`src/rtl/mmio_io_ctrl_pkg.sv`:
```
// mmio_io_pkg: shared constants for the memory-mapped I/O controller.
//   - Byte offsets of each register inside the I/O region (addr[7:0]).
//   - Address bit that selects the I/O region.
//   - Bit positions inside the timer control register.
//   - Field widths of the board-facing registers.
package mmio_io_pkg;

    localparam int IO_REGION_BIT = 8;

    localparam logic [7:0] OFF_LED     = 8'h00;
    localparam logic [7:0] OFF_HEX     = 8'h04;
    localparam logic [7:0] OFF_KEYSTAT = 8'h08;
    localparam logic [7:0] OFF_KEYEDGE = 8'h0C;
    localparam logic [7:0] OFF_TIMER   = 8'h10;
    localparam logic [7:0] OFF_TCTRL   = 8'h14;
    localparam logic [7:0] OFF_SW      = 8'h20;

    localparam int TCTRL_EN_BIT  = 0;
    localparam int TCTRL_CLR_BIT = 1;

    localparam int LED_W = 10;
    localparam int HEX_W = 24;
    localparam int KEY_W = 3;
    localparam int SW_W  = 10;

endpackage

```
`src/rtl/mmio_io_ctrl_if.sv`:
```
// mmio_io_ctrl_if: CPU data-bus slice seen by the I/O controller.
//   addr  : byte address from the CPU
//   wdata : store data
//   we    : one-cycle store strobe
//   rdata : combinational load data returned by the peripheral
// master = CPU side, slave = peripheral side.
interface mmio_io_ctrl_if;
    logic [31:0] addr;
    logic [31:0] wdata;
    logic        we;
    logic [31:0] rdata;

    modport master (output addr, output wdata, output we, input rdata);
    modport slave  (input addr, input wdata, input we, output rdata);
endinterface

```
`src/rtl/mmio_io_ctrl_debounce.sv`:
```
// io_debounce: 2-FF synchronizer followed by a per-bit debounce filter.
//   CLOCK_50 : clock
//   reset    : synchronous, active-high
//   raw_i    : asynchronous input bits (already in "1 = active" polarity)
//   stable_o : debounced level, changes only after DEBOUNCE_CYCLES
//              consecutive cycles of a new synchronized level
module io_debounce #(
    parameter int WIDTH           = 1,
    parameter int DEBOUNCE_CYCLES = 500000,
    parameter int CNT_W           = 19
) (
    input  logic             CLOCK_50,
    input  logic             reset,
    input  logic [WIDTH-1:0] raw_i,
    output logic [WIDTH-1:0] stable_o
);

    logic [WIDTH-1:0]            sync1_q, sync2_q;
    logic [WIDTH-1:0]            stable_q, stable_d;
    logic [WIDTH-1:0][CNT_W-1:0] cnt_q, cnt_d;

    always_ff @(posedge CLOCK_50) begin
        if (reset) begin
            sync1_q  <= '0;
            sync2_q  <= '0;
            stable_q <= '0;
            cnt_q    <= '0;
        end else begin
            sync1_q  <= raw_i;
            sync2_q  <= sync1_q;
            stable_q <= stable_d;
            cnt_q    <= cnt_d;
        end
    end

    // A bit whose synced level disagrees with the stable level counts up;
    // any agreement restarts the window, so only an unbroken run flips it.
    always_comb begin
        stable_d = stable_q;
        cnt_d    = cnt_q;
        for (int i = 0; i < WIDTH; i++) begin
            if (sync2_q[i] == stable_q[i]) begin
                cnt_d[i] = '0;
            end else if (cnt_q[i] == CNT_W'(DEBOUNCE_CYCLES - 1)) begin
                stable_d[i] = sync2_q[i];
                cnt_d[i]    = '0;
            end else begin
                cnt_d[i] = cnt_q[i] + CNT_W'(1);
            end
        end
    end

    assign stable_o = stable_q;

endmodule

```
`src/rtl/mmio_io_ctrl.sv`:
```
// mmio_io_ctrl: memory-mapped I/O peripheral in the addr[8]=1 region.
//   CLOCK_50  : clock
//   reset     : synchronous, active-high
//   bus       : CPU data bus (slave side): addr, wdata, we in; rdata out
//   sw_raw    : board switches, asynchronous
//   key_raw_n : KEY[3:1], asynchronous, active-low
//   led       : LED register
//   hex_value : six display nibbles, nibble 0 drives HEX0
// Registers: LED, HEX (RW), KEYSTAT (RO), KEYEDGE (RW1C), TIMER (RO),
// TCTRL (enable RW, clear write-only), SW (RO).
module mmio_io_ctrl
    import mmio_io_pkg::*;
#(
    parameter int DEBOUNCE_CYCLES = 500000,
    parameter int CNT_W           = 19
) (
    input  logic              CLOCK_50,
    input  logic              reset,
    mmio_io_ctrl_if.slave     bus,
    input  logic [SW_W-1:0]   sw_raw,
    input  logic [KEY_W-1:0]  key_raw_n,
    output logic [LED_W-1:0]  led,
    output logic [HEX_W-1:0]  hex_value
);

    logic [LED_W-1:0] led_q, led_d;
    logic [HEX_W-1:0] hex_q, hex_d;
    logic [KEY_W-1:0] kedge_q, kedge_d;
    logic [KEY_W-1:0] kprev_q;
    logic [31:0]      timer_q, timer_d;
    logic             ten_q, ten_d;

    logic [SW_W-1:0]  sw_lvl;
    logic [KEY_W-1:0] key_lvl;
    logic             sel, wr;
    logic [7:0]       off;
    logic [31:0]      rdata_c;
    logic             unused_bits;

    assign sel = bus.addr[IO_REGION_BIT];
    assign off = {bus.addr[7:2], 2'b00};
    assign wr  = bus.we & sel;

    assign unused_bits = ^{bus.addr[31:9], bus.addr[1:0], bus.wdata[31:24]};

    io_debounce #(
        .WIDTH(SW_W), .DEBOUNCE_CYCLES(DEBOUNCE_CYCLES), .CNT_W(CNT_W)
    ) u_sw_db (
        .CLOCK_50 (CLOCK_50),
        .reset    (reset),
        .raw_i    (sw_raw),
        .stable_o (sw_lvl)
    );

    // Keys are flipped ahead of the synchronizer so that the all-zero
    // reset state of the filter already means "not pressed"; the timing
    // is identical to inverting the synchronized value.
    io_debounce #(
        .WIDTH(KEY_W), .DEBOUNCE_CYCLES(DEBOUNCE_CYCLES), .CNT_W(CNT_W)
    ) u_key_db (
        .CLOCK_50 (CLOCK_50),
        .reset    (reset),
        .raw_i    (~key_raw_n),
        .stable_o (key_lvl)
    );

    always_ff @(posedge CLOCK_50) begin
        if (reset) begin
            led_q   <= '0;
            hex_q   <= '0;
            kedge_q <= '0;
            kprev_q <= '0;
            timer_q <= '0;
            ten_q   <= 1'b0;
        end else begin
            led_q   <= led_d;
            hex_q   <= hex_d;
            kedge_q <= kedge_d;
            kprev_q <= key_lvl;
            timer_q <= timer_d;
            ten_q   <= ten_d;
        end
    end

    always_comb begin
        led_d   = led_q;
        hex_d   = hex_q;
        ten_d   = ten_q;
        timer_d = ten_q ? timer_q + 32'd1 : timer_q;

        if (wr && off == OFF_LED) led_d = bus.wdata[LED_W-1:0];
        if (wr && off == OFF_HEX) hex_d = bus.wdata[HEX_W-1:0];
        if (wr && off == OFF_TCTRL) begin
            ten_d = bus.wdata[TCTRL_EN_BIT];
            // The new enable only matters from the next edge, so a
            // clear+enable write reads 0 first and then 1.
            if (bus.wdata[TCTRL_CLR_BIT]) timer_d = '0;
        end

        // Clear first, then OR the rising edges so a simultaneous press wins.
        kedge_d = kedge_q;
        if (wr && off == OFF_KEYEDGE) kedge_d = kedge_q & ~bus.wdata[KEY_W-1:0];
        kedge_d = kedge_d | (key_lvl & ~kprev_q);
    end

    always_comb begin
        rdata_c = '0;
        if (sel) begin
            case (off)
                OFF_LED:     rdata_c[LED_W-1:0] = led_q;
                OFF_HEX:     rdata_c[HEX_W-1:0] = hex_q;
                OFF_KEYSTAT: rdata_c[KEY_W-1:0] = key_lvl;
                OFF_KEYEDGE: rdata_c[KEY_W-1:0] = kedge_q;
                OFF_TIMER:   rdata_c            = timer_q;
                OFF_TCTRL:   rdata_c[TCTRL_EN_BIT] = ten_q;
                OFF_SW:      rdata_c[SW_W-1:0]  = sw_lvl;
                default:     rdata_c            = '0;
            endcase
        end
    end

    assign bus.rdata = rdata_c;
    assign led       = led_q;
    assign hex_value = hex_q;

endmodule

```
`src/flat_wrapper.sv`:
```
// flat-port wrapper written by rule: the top's interface ports become plain ports
module mmio_io_ctrl_flat import mmio_io_pkg::*;
#(
    parameter int DEBOUNCE_CYCLES = 500000,
    parameter int CNT_W           = 19
)
  (CLOCK_50, reset, sw_raw, key_raw_n, led, hex_value, bus_addr, bus_wdata, bus_we, bus_rdata);
  mmio_io_ctrl_if bus_i ();
  input  logic CLOCK_50;
  input  logic reset;
  input  logic [SW_W-1:0] sw_raw;
  input  logic [KEY_W-1:0] key_raw_n;
  output logic [LED_W-1:0] led;
  output logic [HEX_W-1:0] hex_value;
  input wire logic [$bits(bus_i.addr)-1:0] bus_addr;
  input wire logic [$bits(bus_i.wdata)-1:0] bus_wdata;
  input wire logic [$bits(bus_i.we)-1:0] bus_we;
  output wire logic [$bits(bus_i.rdata)-1:0] bus_rdata;
  assign bus_i.addr = bus_addr;
  assign bus_i.wdata = bus_wdata;
  assign bus_i.we = bus_we;
  assign bus_rdata = bus_i.rdata;
  mmio_io_ctrl #(.DEBOUNCE_CYCLES(DEBOUNCE_CYCLES), .CNT_W(CNT_W)) u_core (.CLOCK_50(CLOCK_50), .reset(reset), .bus(bus_i), .sw_raw(sw_raw), .key_raw_n(key_raw_n), .led(led), .hex_value(hex_value));
endmodule
```
`config.mk`:
```
export PLATFORM = sky130hd
export DESIGN_NAME = mmio_io_ctrl_flat
export DESIGN_NICKNAME = d
export VERILOG_FILES = /design/src/rtl/mmio_io_ctrl_pkg.sv /design/src/rtl/mmio_io_ctrl_if.sv /design/src/rtl/mmio_io_ctrl_debounce.sv /design/src/rtl/mmio_io_ctrl.sv /design/src/flat_wrapper.sv
export SDC_FILE = /design/constraint.sdc
export NUM_CORES = 1
export LEC_CHECK = 0
export CAP_MARGIN = 20
export CORE_MARGIN = 4
export CORE_UTILIZATION = 43
export CTS_CLUSTER_DIAMETER = 60
export DETAILED_ROUTE_END_ITERATION = 10
export GPL_TIMING_DRIVEN = 0
export PLACE_DENSITY = 0.68
export SLEW_MARGIN = 30
export SYNTH_ARGS = -nofsm -noshare
export SYNTH_HDL_FRONTEND = slang
export SYNTH_SLANG_ARGS = --single-unit
```
`constraint.sdc`:
```
create_clock -name CLOCK_50 -period 2.85 [get_ports CLOCK_50]
set_input_delay 0.7125 -clock CLOCK_50 [delete_from_list [all_inputs] [get_ports CLOCK_50]]
set_output_delay 0.7125 -clock CLOCK_50 [all_outputs]
set_load 0.03 [all_outputs]
```
==> metrics.md, run 1 <==
| Metric | Value |
|---|---|
| Die height | `201.0 µm` |
| Hpwl dp | `29.06 mm` |
| Largest net degree at the start of global routing | `14` |
| R2R Setup Slk | `0.43 ns` |
| Iteration-0 DRC Markers | `726` |
| Post-synthesis register bit count | `359` |
| Root buffer cell | `clkbuf_16` |
| Final Critical Period | `2.906 ns` |
| Rows | `70` |
| R2R Path Start | `u_core.timer_q[3]` |
| Worst R2R End | `u_core.timer_q[30]` |
| # H-tree levels | `2` |
| All-Layer GR Usage | `19.27%` |
| Post-route insts no fill | `2,524` |
| Logic pwr share | `2.3%` |
| Top cells by count, synth | `dfxtp_1, nor2_1, nand2_1, a21oi_1, nand3_1` |
| Width of the die | `201.0 µm` |
| Reg2Reg Depth | `6` |
| First drt pass iteration count | `6` |
| CTS tree | `built` |
| Hold WS | `0.4308 ns` |
| Maximum clock path buffer count | `3` |
| CTS sink cnt | `359` |
| Worst Path Arrival | `2.19 ns` |
| Routability cong. | `0.8790` |
| Dominant synthesized flop cell | `dfxtp_1` |
| Antenna violations before repair | `4` |
| Area grow syn2layout | `21.47%` |
| Vias | `14,070` |
| Worst Path Required | `2.14 ns` |
| Ys async rst share | `0%` |
| Worst-Margin Slew | `0.8676 ns` |
| Crit path max fanout | `5` |
| Count leader, synth | `dfxtp_1` |
| Final wirelength | `40.77 mm` |
| Max Slew Vio Count | `0` |
| Mapped Area | `16,010 µm²` |
| Number of flops mapped to enable cells by yosys | `0` |
| Share of power burned in registers | `46.3%` |
| Synth top area cells | `dfxtp_1, nor2_1, xnor2_1` |
| Max-cap violations | `0` |
| Min-Delay Path Class | `register to register` |
| Status | `finished, violations left` |
| IO buf count | `110` |
| Die area | `40,390 µm²` |
| Syn Nets | `1,951` |
| Hold_buf cts | `0` |
| DRC | `0` |
| Later-pin clock latency in the skew report | `0.54 ns` |
| Final hold violations | `0` |
| Number of I/O pins | `146` |
| Clock power share | `51.4%` |
| Crit end category | `output port` |
| Post-Syn Instances | `1,857` |
| Design area | `19,450 µm²` |
| Distinct cells, synth | `59` |
| DP Area | `17,770 µm²` |
| Final setup violation count | `6` |
| Synthesized area per cell | `8.622 µm²` |
| Number of global-route vias before repair | `13,350` |
| Switching share of power | `20.64%` |
| Peak VDD IR | `453.2 µV` |
| Hold Crit Depth | `1` |
| Area share of the largest cell type after synthesis | `44.89%` |
| Most area-hungry cell type in the Yosys netlist | `dfxtp_1` |
| Routed Antenna Nets | `0` |
| Initial Utilization | `43.63%` |
| WL per Instance | `16.15 µm` |
| Worst slew margin | `42.16%` |
| P_int | `8.668 mW` |
| Worst setup path category | `input port to output port` |
| P_sw | `2.255 mW` |
| Share of post-route cells with drive strength above 1 | `10.32%` |
| Core area | `36,700 µm²` |
| Num CTS Buffers | `41` |
| Final Util | `53.00%` |
| Critical path origin | `bus_addr[4]` |
| Failing checks | `negative setup slack` |
| Fmax | `0.3442 GHz` |
| Leak | `6.115 nW` |
| Layout Nets | `2,117` |
| GR Overflow Total | `0` |
| Final TNS setup | `-0.2031 ns` |
| Register area share after synthesis | `44.89%` |
| RSZ-0062 raised after global routing | `true` |
| Final worst-path cycle share | `101.9%` |
| Hold path startpoint | `u_core.u_sw_db.sync1_q[8]` |
| Placed cell count | `2,435` |
| Hold EP | `u_core.u_sw_db.sync2_q[8]` |
| Global-route wire length before repair | `65.81 mm` |
| Setup crit start kind | `input port` |
| PD cells | `561.6 nW/µm²` |
| Final worst setup slack | `-0.05556 ns` |
| Ys Warns | `0` |
| Vias per cell | `5.576` |
| Worst-path clk slew | `0.06 ns` |
| Final Skew | `0.01177 ns` |
power groups by stage:
stage	Clock [mW]	Combinational, mW	Sequential, mW
finish	5.62	0.250	5.06
global route	5.94	0.267	5.06
CTS	5.74	0.245	5.06
detailed placement	0	0.231	5.17
global placement	0	0.230	5.17
floorplan	0	0.0976	5.16
worst max-delay path, stage by stage:
cell     delay (ns)
buf_12         0.11
or4_4          0.55
nor3_4         0.17
buf_12         0.15
buf_8          0.13
nand2_4        0.06
a21oi_4        0.16
buf_6          0.15
worst max-delay path by stage:
stage	endpoint	cells past startpoint	slack (ns)
finish	bus_rdata[5]	8	-0.06
global route	bus_rdata[2]	7	-0.10
CTS	bus_rdata[5]	8	-0.08
detailed placement	bus_rdata[22]	7	-1.53
global placement	bus_rdata[22]	7	-1.50
floorplan	bus_rdata[2]	6	-0.09
through the flow:
step                worst slack (ns)  total power, mW
CTS                         -0.07792            11.04
global route                 -0.1024            11.27
detailed placement            -1.530            5.398
floorplan                   -0.09170            5.263
global placement              -1.499            5.396
finish                      -0.05556            10.92
cell families (layout without fill, tap and decap cells):
family | Yosys count | after routing | share of synthesized area (%)
simple gates | 893 | 893 | 29.60
flops | 359 | 359 | 44.89
compound gates | 280 | 280 | 10.74
xor+xnor | 181 | 181 | 9.901
buf+inv | 120 | 318 | 3.055
fa+ha+maj | 14 | 14 | 1.094
mux | 10 | 10 | 0.7189
other cells | 0 | 1 | 0
layout by cell type, fill, tap and decap left out, drive strengths merged, types with 9 or more instances in the layout:
cell type	instances
a222oi	9
nand3	108
a21oi	136
xor2	90
nor4b	19
and4	30
clkdlybuf4s50	73
nand2	163
dfxtp	359
clkbuf	108
ha	14
a22o	16
xnor2	91
nor4	39
buf	69
nand2b	16
nor2b	28
nand4	74
o21ai	50
nor3	25
or3	55
and2	22
nor2	221
and3	18
inv	50
or4	50
o31ai	45
sequential cells by signal, indices dropped and copies added, names as in the netlist:
name                      count
u_core.u_key_db.cnt_q        57
u_core.kprev_q                3
u_core.hex_value             24
u_core.timer_q               32
u_core.u_key_db.sync1_q       3
u_core.u_key_db.sync2_q       3
u_core.led                   10
u_core.u_sw_db.sync1_q       10
u_core.kedge_q                3
u_core.u_sw_db.sync2_q       10
u_core.ten_q                  1
u_core.u_sw_db.cnt_q        190
u_core.u_sw_db.stable_o      10
u_core.u_key_db.stable_o      3
what timing repair did:
item	4_1_cts	5_1_grt
pin swaps	15	10
resized for setup	204	52
setup buffers	9	3
gates cloned	1	1
setup endpoints to repair	54	35
final cells by class:
type | count | area (µm²)
fillers | 3338 | 17250
multi-input cells | 1378 | 8506
flip-flops and latches | 359 | 7187
clock buffers | 58 | 1212
repair buffers | 124 | 1151
well taps | 468 | 585.6
plain buffers | 72 | 375.4
clock inverters | 17 | 252.7
inverters | 47 | 176.4
diodes | 1 | 2.502
per-layer routing:
layer  vias up  global-route usage [%]  wire, µm
met4         8                   8.284      1605
li1       6975                       -         -
met3        96                   4.426      2537
met2       339                   31.70     19010
met5         -                       0        61
met1      6655                   24.35     17550
Note: power is estimated with default switching activity, not from simulation.
==> run 2: changes to the inputs <==
--- a/config.mk
+++ b/config.mk
@@ -6,12 +6,14 @@
 export NUM_CORES = 1
 export LEC_CHECK = 0
 export CAP_MARGIN = 20
+export CORE_ASPECT_RATIO = 0.8
 export CORE_MARGIN = 4
 export CORE_UTILIZATION = 43
 export CTS_CLUSTER_DIAMETER = 60
 export DETAILED_ROUTE_END_ITERATION = 10
 export GPL_TIMING_DRIVEN = 0
-export PLACE_DENSITY = 0.68
+export PLACE_DENSITY = 0.66
+export SKIP_LAST_GASP = 1
 export SLEW_MARGIN = 30
 export SYNTH_ARGS = -nofsm -noshare
 export SYNTH_HDL_FRONTEND = slang
==> constraint.sdc (replaced) <==
create_clock -name CLOCK_50 -period 3.45 [get_ports CLOCK_50]
set_input_delay 0.8625 -clock CLOCK_50 [delete_from_list [all_inputs] [get_ports CLOCK_50]]
set_output_delay 0.8625 -clock CLOCK_50 [all_outputs]
set_load 0.03 [all_outputs]
==> run 2 against run 1 <==
Effect of this change: the run still ends with negative setup slack left; critical endpoint is now bus_rdata[9]; worst hold slack gained 0.0011 ns; sequential cell count unchanged; critical path type unchanged; non-clock buffer count shrank 10; power is 21% lower; clock power shrank 24%; count of clock-buffer cells in the layout decreased by 10; final cell count shrank 0.52%; sequential share of layout area up 0.73 points; die area hardly changed; first-iteration DRC count increased by 50%; register-to-register slack better by 0.57 ns; critical path depth decreased by 1.
==> metrics.md, run 2 (synthesized netlist as in run 1, its figures left out) <==
| Metric | Value |
|---|---|
| Reg2Reg Depth | `7` |
| Sequential cell area | `7187 µm²` |
| Num CTS Buffers | `37` |
| Peak VDD IR | `388.2 µV` |
| Final hold violations | `0` |
| Critical path origin | `bus_addr[2]` |
| RSZ-0062 raised after global routing | `false` |
| Largest register FFs | `190` |
| Root buffer cell | `clkbuf_16` |
| Routability cong. | `0.8568` |
| DP Area | `17,730 µm²` |
| Worst Path Arrival | `2.59 ns` |
| Final worst-path cycle share | `100.1%` |
| Worst slew margin | `40.45%` |
| Vias per cell | `5.491` |
| Antenna violations before repair | `2` |
| Worst R2R End | `u_core.u_key_db.cnt_q[32]` |
| Switching share of power | `20.20%` |
| Worst-path clk slew | `0.06 ns` |
| CTS sink cnt | `359` |
| Rows | `62` |
| Crit end category | `output port` |
| Final worst setup slack | `-0.003878 ns` |
| # H-tree levels | `2` |
| Largest regs | `u_core.u_sw_db.cnt_q: 190 flops, u_core.u_key_db.cnt_q: 57 flops, u_core.timer_q: 32 flops` |
| Maximum clock path buffer count | `3` |
| Fmax | `0.2895 GHz` |
| Number of I/O pins | `146` |
| Iteration-0 DRC Markers | `1,092` |
| Worst setup path category | `input port to output port` |
| Min-Delay Path Class | `register to register` |
| R2R Setup Slk | `1.00 ns` |
| Later-pin clock latency in the skew report | `0.52 ns` |
| Layout Nets | `2,103` |
| Routed Antenna Nets | `0` |
| Die area | `40,410 µm²` |
| Fillers | `3,404` |
| Most frequent cells in the layout | `dfxtp_1, nor2_1, nand2_1` |
| Failing checks | `negative setup slack` |
| Share of power burned in registers | `48.3%` |
| Hpwl dp | `28.95 mm` |
| IO buf count | `110` |
| Max-cap violations | `0` |
| CTS tree | `built` |
| Status | `finished, violations left` |
| Final Critical Period | `3.454 ns` |
| Core area | `36,300 µm²` |
| Worst Path Required | `2.59 ns` |
| Top reg by flops | `u_core.u_sw_db.cnt_q` |
| Hold WS | `0.4319 ns` |
| End point of the critical path | `bus_rdata[9]` |
| PD cells | `452.9 nW/µm²` |
| Global-route wire length before repair | `66.36 mm` |
| DRC | `0` |
| Width of the die | `223.7 µm` |
| First drt pass iteration count | `5` |
| Share of post-route cells with drive strength above 1 | `8.272%` |
| Area grow syn2layout | `19.11%` |
| P_sw | `1.745 mW` |
| P_int | `6.893 mW` |
| Multi-input gate area | `8422 µm²` |
| Initial Utilization | `44.10%` |
| Setup crit start kind | `input port` |
| Worst-Margin Slew | `0.8932 ns` |
| Number of global-route vias before repair | `13,120` |
| Max Slew Vio Count | `0` |
| Final Skew | `0.01053 ns` |
| Design area | `19,070 µm²` |
| Final wirelength | `40.59 mm` |
| GR Overflow Total | `0` |
| Hold_buf cts | `0` |
| WL per Instance | `16.17 µm` |
| Vias | `13,790` |
| R2R Path Start | `u_core.u_key_db.cnt_q[19]` |
| Logic pwr share | `2.3%` |
| Antenna Cells | `0` |
| Crit path max fanout | `9` |
| Commonest non-fill, non-tap cell in the layout | `dfxtp_1` |
| Leak | `5.850 nW` |
| Clock power share | `49.4%` |
| All-Layer GR Usage | `19.50%` |
| Die height | `180.6 µm` |
| Largest net degree at the start of global routing | `15` |
| Final setup violation count | `1` |
run 2: cell count changes in the layout (fill, tap and decap cells not counted), sizes merged:
cell and delta:
inv -3, diode -1, buf -32, clkbuf -2
clkinv -1, bufinv +1, clkdlybuf4s18 -1, clkdlybuf4s15 +15
clkinvlp -1
run 2: metrics by stage:
step	instances	setup WS, ns	utilization, %	power (mW)	TNS [ns]
detailed placement	2447	-1.452	48.84	4.456	-53.98
floorplan	1857	-0.02324	-	4.346	-0.09294
global route	2511	0.01465	52.53	8.930	0
finish	2511	-0.003878	52.53	8.639	-0.003878
global placement	2447	-1.411	48.82	4.454	-54.58
CTS	2510	0.0005844	52.63	8.743	0
run 2: how the worst min path moves through the flow:
| stage | start | to | slack [ns] | cells past startpoint |
|---|---|---|---|---|
| finish | u_core.u_sw_db.sync1_q[2] | u_core.u_sw_db.sync2_q[2] | 0.43 | 1 |
| floorplan | u_core.u_key_db.cnt_q[0] | u_core.u_key_db.cnt_q[0] | 0.41 | 1 |
| global placement | u_core.u_sw_db.sync1_q[1] | u_core.u_sw_db.sync2_q[1] | 0.42 | 1 |
| global route | u_core.u_sw_db.sync1_q[2] | u_core.u_sw_db.sync2_q[2] | 0.45 | 1 |
| CTS | u_core.u_sw_db.sync1_q[2] | u_core.u_sw_db.sync2_q[2] | 0.44 | 1 |
| detailed placement | u_core.u_key_db.sync1_q[0] | u_core.u_key_db.sync2_q[0] | 0.42 | 1 |
run 2: final cells by class:
type                       count  area share (%)
inverter                      47          0.9250
clock buffer                  48           5.491
sequential                   359           37.68
tap                          480           3.149
timing repair buffer         115           5.603
multi-input combinational   1378           44.16
buffer                        71           1.732
clock inverter                13           1.260
run 2: timing repair:
item | 4_1_cts | 5_1_grt
setup endpoints to repair | 32 | 24
pin swaps | 9 | 2
resized for setup | 143 | 17
buffers inserted | 4 | 1
run 2: layer usage:
| metal | wire, µm | GRT usage [%] | vias to the layer above | part of all wire, % |
|---|---|---|---|---|
| met5 | 34 | 0 | - | 0.084 |
| met4 | 1498 | 7.222 | 4 | 3.7 |
| met2 | 18330 | 31.53 | 270 | 45 |
| met3 | 1688 | 3.453 | 91 | 4.2 |
| met1 | 19050 | 26.19 | 6505 | 47 |
| li1 | - | - | 6919 | - |
run 2: power groups by stage:
stage                     registers [mW]  clock network [mW]  logic (mW)
final                               4.18                4.27       0.197
after CTS                           4.17                4.37       0.196
after detailed placement            4.27                   0       0.188
after floorplan                     4.27                   0      0.0791
after global routing                4.17                4.55       0.210
after global placement              4.27                   0       0.186
run 2: critical path: stages:
cell and delay (ns):
clkbuf_4 0.18, nor2b_2 0.21, and2_0 0.16, buf_2 0.19
a222oi_1 0.65, a21oi_1 0.13, buf_4 0.20
